`src/rtl/seq_chunk_addsub.sv`:
```
// seq_chunk_addsub: multi-cycle add/subtract that processes CHUNK bits per
// cycle, LSB chunk first, and holds the inter-chunk carry in a flop.
//
// Ports:
//   clk        - clock, all state updates on posedge
//   rst        - synchronous active-low reset
//   in_valid   - operand request valid
//   in_ready   - unit can accept an operation (IDLE and not in reset)
//   in_a/in_b  - WIDTH-bit operands
//   in_sub     - 0: A+B+cin, 1: A+~B+cin
//   in_cin     - carry-in
//   out_valid  - result valid (DONE state)
//   out_ready  - consumer accepts result
//   out_result - WIDTH-bit sum/difference
//   out_cout   - carry-out of MSB (subtract: 1 = no borrow)
//   out_ovf    - two's-complement signed overflow
module seq_chunk_addsub #(
  parameter int unsigned WIDTH = 32,
  parameter int unsigned CHUNK = 8
) (
  input  logic             clk,
  input  logic             rst,
  input  logic             in_valid,
  output logic             in_ready,
  input  logic [WIDTH-1:0] in_a,
  input  logic [WIDTH-1:0] in_b,
  input  logic             in_sub,
  input  logic             in_cin,
  output logic             out_valid,
  input  logic             out_ready,
  output logic [WIDTH-1:0] out_result,
  output logic             out_cout,
  output logic             out_ovf
);

  localparam int unsigned NCHUNK = WIDTH / CHUNK;
  localparam int unsigned CNTW   = (NCHUNK > 1) ? $clog2(NCHUNK) : 1;
  localparam int unsigned SUMW   = CHUNK + 1;

  typedef enum logic [1:0] {
    IDLE = 2'd0,
    CALC = 2'd1,
    DONE = 2'd2
  } state_e;

  state_e           state_q;
  logic [CNTW-1:0]  cnt_q;
  logic             carry_q;
  logic [WIDTH-1:0] a_q;
  logic [WIDTH-1:0] b_q;
  logic [WIDTH-1:0] acc_q;
  logic [WIDTH-1:0] res_q;
  logic             cout_q;
  logic             ovf_q;

  logic [31:0]      shamt_c;
  logic [CHUNK-1:0] a_chunk_c;
  logic [CHUNK-1:0] b_chunk_c;
  logic [SUMW-1:0]  sum_c;
  logic [WIDTH-1:0] res_full_c;
  logic             last_c;
  logic             ovf_c;

  // Current chunk slice, chunk adder and the partially assembled result.
  // acc_q holds zeros above the current chunk, so OR-ing in is enough.
  always_comb begin
    shamt_c    = 32'(cnt_q) * CHUNK;
    a_chunk_c  = CHUNK'(a_q >> shamt_c);
    b_chunk_c  = CHUNK'(b_q >> shamt_c);
    sum_c      = SUMW'(a_chunk_c) + SUMW'(b_chunk_c) + SUMW'(carry_q);
    res_full_c = acc_q | (WIDTH'(sum_c[CHUNK-1:0]) << shamt_c);
    last_c     = (cnt_q == CNTW'(NCHUNK - 1));
    ovf_c      = (a_q[WIDTH-1] == b_q[WIDTH-1]) &&
                 (res_full_c[WIDTH-1] != a_q[WIDTH-1]);
  end

  // Control FSM and datapath registers.
  always_ff @(posedge clk) begin
    if (!rst) begin
      state_q <= IDLE;
      cnt_q   <= '0;
      carry_q <= 1'b0;
      a_q     <= '0;
      b_q     <= '0;
      acc_q   <= '0;
      res_q   <= '0;
      cout_q  <= 1'b0;
      ovf_q   <= 1'b0;
    end else begin
      case (state_q)
        IDLE: begin
          if (in_valid) begin
            a_q     <= in_a;
            b_q     <= in_sub ? ~in_b : in_b;
            carry_q <= in_cin;
            cnt_q   <= '0;
            acc_q   <= '0;
            state_q <= CALC;
          end
        end
        CALC: begin
          acc_q   <= res_full_c;
          carry_q <= sum_c[CHUNK];
          if (last_c) begin
            res_q   <= res_full_c;
            cout_q  <= sum_c[CHUNK];
            ovf_q   <= ovf_c;
            cnt_q   <= '0;
            state_q <= DONE;
          end else begin
            cnt_q <= cnt_q + CNTW'(1);
          end
        end
        DONE: begin
          if (out_ready) begin
            state_q <= IDLE;
          end
        end
        default: state_q <= IDLE;
      endcase
    end
  end

  // in_ready is gated by reset so nothing is offered while rst is low.
  assign in_ready   = rst && (state_q == IDLE);
  assign out_valid  = (state_q == DONE);
  assign out_result = res_q;
  assign out_cout   = cout_q;
  assign out_ovf    = ovf_q;

endmodule

```
`config.mk`:
```
export PLATFORM = sky130hd
export DESIGN_NAME = seq_chunk_addsub
export DESIGN_NICKNAME = d
export VERILOG_FILES = /design/src/rtl/seq_chunk_addsub.sv
export SDC_FILE = /design/constraint.sdc
export NUM_CORES = 1
export LEC_CHECK = 0
export CORE_MARGIN = 4
export CORE_UTILIZATION = 36
export DETAILED_ROUTE_END_ITERATION = 6
export PLACE_DENSITY = 0.54
export SYNTH_ARGS = -nofsm -noshare
export SYNTH_HDL_FRONTEND = slang
export SYNTH_SLANG_ARGS = --single-unit
```
`constraint.sdc`:
```
create_clock -name clk -period 4.8 [get_ports clk]
set_input_delay 0.96 -clock clk [delete_from_list [all_inputs] [get_ports clk]]
set_output_delay 0.96 -clock clk [all_outputs]
set_load 0.05 [all_outputs]
```
==> results.ini <==
[timing]
rsz0062_at_grt=no
fmax_ghz=0.272
fin_setup_tns_ns=0
setup_viol=0
timing.final.crit_share=0.766
tightest_slew_ns=1.02
min_period_ns=3.68
hold_ws_ns=0.453
finClkSkew_ns=0.00572
slew_violations=0
hold_violations=0
slew-limit-headroom=0.323

[route]
post_drt_via_cell_ratio=5.13
drtIter0Drc=325
drt-pass1-iter-count=7
detail-route-antenna-nets=0
finalWirelength_um=15200
num_vias=4937
wire_per_inst_um=15.8
drc_errors=0

[critical_path]
worstPathMaxFanout=18
crit_arrival_ns=3.94
crit_type=reg -> reg
r2r_start=cnt_q[0]$_SDFFE_PN0P_
reg2reg_slack_ns=1.12
reg2reg_depth=8
cp_data_required_time_ns=5.07
crit_path_start_kind=register
r2r_end=out_result[29]$_SDFFE_PN0P_
endpoint_kind=register

[global_route]
antenna_found_initial=0
grt_overflow=0
grt_start_max_net_pins=99
grt_use_total=0.171
grt_pass1_wl_um=25200
grt_pass1_vias=4989

[clocking]
htreeDepth=4
hold_buffers=0
cts_resized=0
postCtsSetupBuffers=0
cts-root-buf=clkbuf_16
worst_skew_pair.late_latency_ns=0.42
numClockSinks=135
clk_path_buf_depth=2
path_clk_slew_ns=0.06
cts_inserted_buffers=17
cts_tree=built

[die]
die_y_um=136
die-area_um2=18400
rows=46
die_w_um=136
start_util=0.369
core_area_um2=15900
io_pins=106

[pwr]
p_switching_uw=746
seqPwrFrac=0.411
cellLeakagePower_nw=2.71
irDropWorstVdd_uv=292
pwr-share-comb=0.137
finalPower_mw=2.93
power.internal_mw=2.18
power.density_nw_per_um2=383
p_sw_frac=0.255
p_clk_frac=0.452

[final_layout]
diodes=0
final_net_count=814
final_cells=963
syn_to_final_growth_pct=30.1
drive_gt1_frac=0.0830
stdcell_area_um2=7650

[flow_run]
maxCapViolations=0

[synth]
synth_area_um2=5880
synth_edf_count=0
ys.warnings.count=0
syn_nets=738
ys_seq_elements=135
synth_common_cells=135 x dfxtp_1, 83 x nand2_1, 80 x a21oi_1
post-synth-top-area-cell=dfxtp_1
synth_seq_area_share=0.459
synth_top_area_frac=0.459
avgSynthCellArea_um2=8.94
synthArstFlopShare=0
ys_types=48
synthFlopType=dfxtp_1
synth_area_leaders=dfxtp_1 46%, a21oi_1 6.8%, mux4_2 6.1%
syn_inst=658
yosysMostFrequentCell=dfxtp_1

[placed_design]
dp_cells=931
placed_area_um2=7040
hpwlAfterDp_um=10700
place.gp.congestion=0.868
io_buffers=105

[hold_path]
min_from=a_q[15]$_SDFFE_PN0P_
min_to=a_q[15]$_SDFFE_PN0P_
holdPathStages=2
worstHoldPathType=reg -> reg

[run_status]
status=finished, final reports clean

[critical path, stage by stage (launching register included)]
cell and delay [ns]:
dfxtp_1 0.72, buf_4 0.39, mux4_2 0.59, ha_1 0.34, a211oi_1 0.40, o21bai_1 0.15, a21oi_1 0.19, xor2_1 0.58
o41ai_1 0.16
[final cells by class]
cell class	count	area, um^2
clock inverters	10	118
repair buffers	112	1120
multi-input cells	466	2940
flip-flops and latches	135	2700
well taps	216	270
fillers	1552	8290
clock buffers	22	494
inverters	2	7.51
[state kept, by name, indices dropped and copies added, names as in the netlist]
signal / flops
state_q: 2
out_result: 32
cnt_q: 2
a_q: 32
out_ovf: 1
out_cout: 1
acc_q: 32
carry_q: 1
b_q: 32
[worst max path at each step]
stage | startpoint | end | slack, ns
after floorplan | rst | in_ready | 1.40
after global placement | cnt_q[0]$_SDFFE_PN0P_ | out_result[29]$_SDFFE_PN0P_ | 1.26
after detailed placement | cnt_q[0]$_SDFFE_PN0P_ | out_result[29]$_SDFFE_PN0P_ | 1.12
after CTS | cnt_q[0]$_SDFFE_PN0P_ | out_result[29]$_SDFFE_PN0P_ | 1.11
after global routing | cnt_q[0]$_SDFFE_PN0P_ | out_result[13]$_SDFFE_PN0P_ | 0.84
final | cnt_q[0]$_SDFFE_PN0P_ | out_result[29]$_SDFFE_PN0P_ | 1.12
[layout by cell type, fill, tap and decap left out, types with 2 or more instances in the layout]
cell type          n
dfxtp_1          135
clkdlybuf4s50_1  103
nand2_1           83
a21oi_1           80
nor2_1            71
a211oi_1          34
xnor2_1           34
o21ai_0           22
a22oi_1           20
clkbuf_16         17
mux4_2            16
o21ai_1           14
nand3_1           12
a31oi_1           10
o22ai_1            8
ha_1               8
buf_4              6
nor3_1             5
nand2b_1           5
clkbuf_8           5
nor2b_1            4
mux2i_1            4
clkinvlp_4         4
o21a_1             3
xor2_1             3
o32ai_1            3
o31ai_1            3
a21o_1             2
nor4b_1            2
a2111oi_0          2
fa_1               2
bufinv_16          2
clkinv_2           2
buf_12             2
[power groups by stage]
stage	clock, mW	combinational, mW	sequential, mW
after floorplan	0	0.269	1.22
after global placement	0	0.396	1.23
after detailed placement	0	0.401	1.23
after CTS	1.35	0.403	1.21
after global routing	1.40	0.443	1.21
final	1.32	0.400	1.20
[logic make-up after synthesis]
family	count (synthesis)	share of synthesized area
DFF	135	0.459
AOI/OAI and AO/OA	206	0.212
and+or+nand+nor	192	0.138
buffers and inverters	57	0.0417
muxes	21	0.0700
adders and majority gates	10	0.0238
xor gates and xnor gates	37	0.0551
[metal layers]
metal  routed length [um]  GRT usage  vias to the layer above  share of wire
met2                 7220      0.287                      119           0.47
li1                     -          -                     2499              -
met5                    0          0                        -              0
met4                  244     0.0571                        0          0.016
met3                  734     0.0407                       20          0.048
met1                 7040      0.218                     2299           0.46
[metrics by stage]
step | utilization | setup slack (ns)
after floorplan | - | 1.40
after global placement | 0.442 | 1.26
after detailed placement | 0.442 | 1.12
after CTS | 0.480 | 1.11
after global routing | 0.480 | 0.839
final | 0.480 | 1.12
Power figures use the tool's default switching activity.
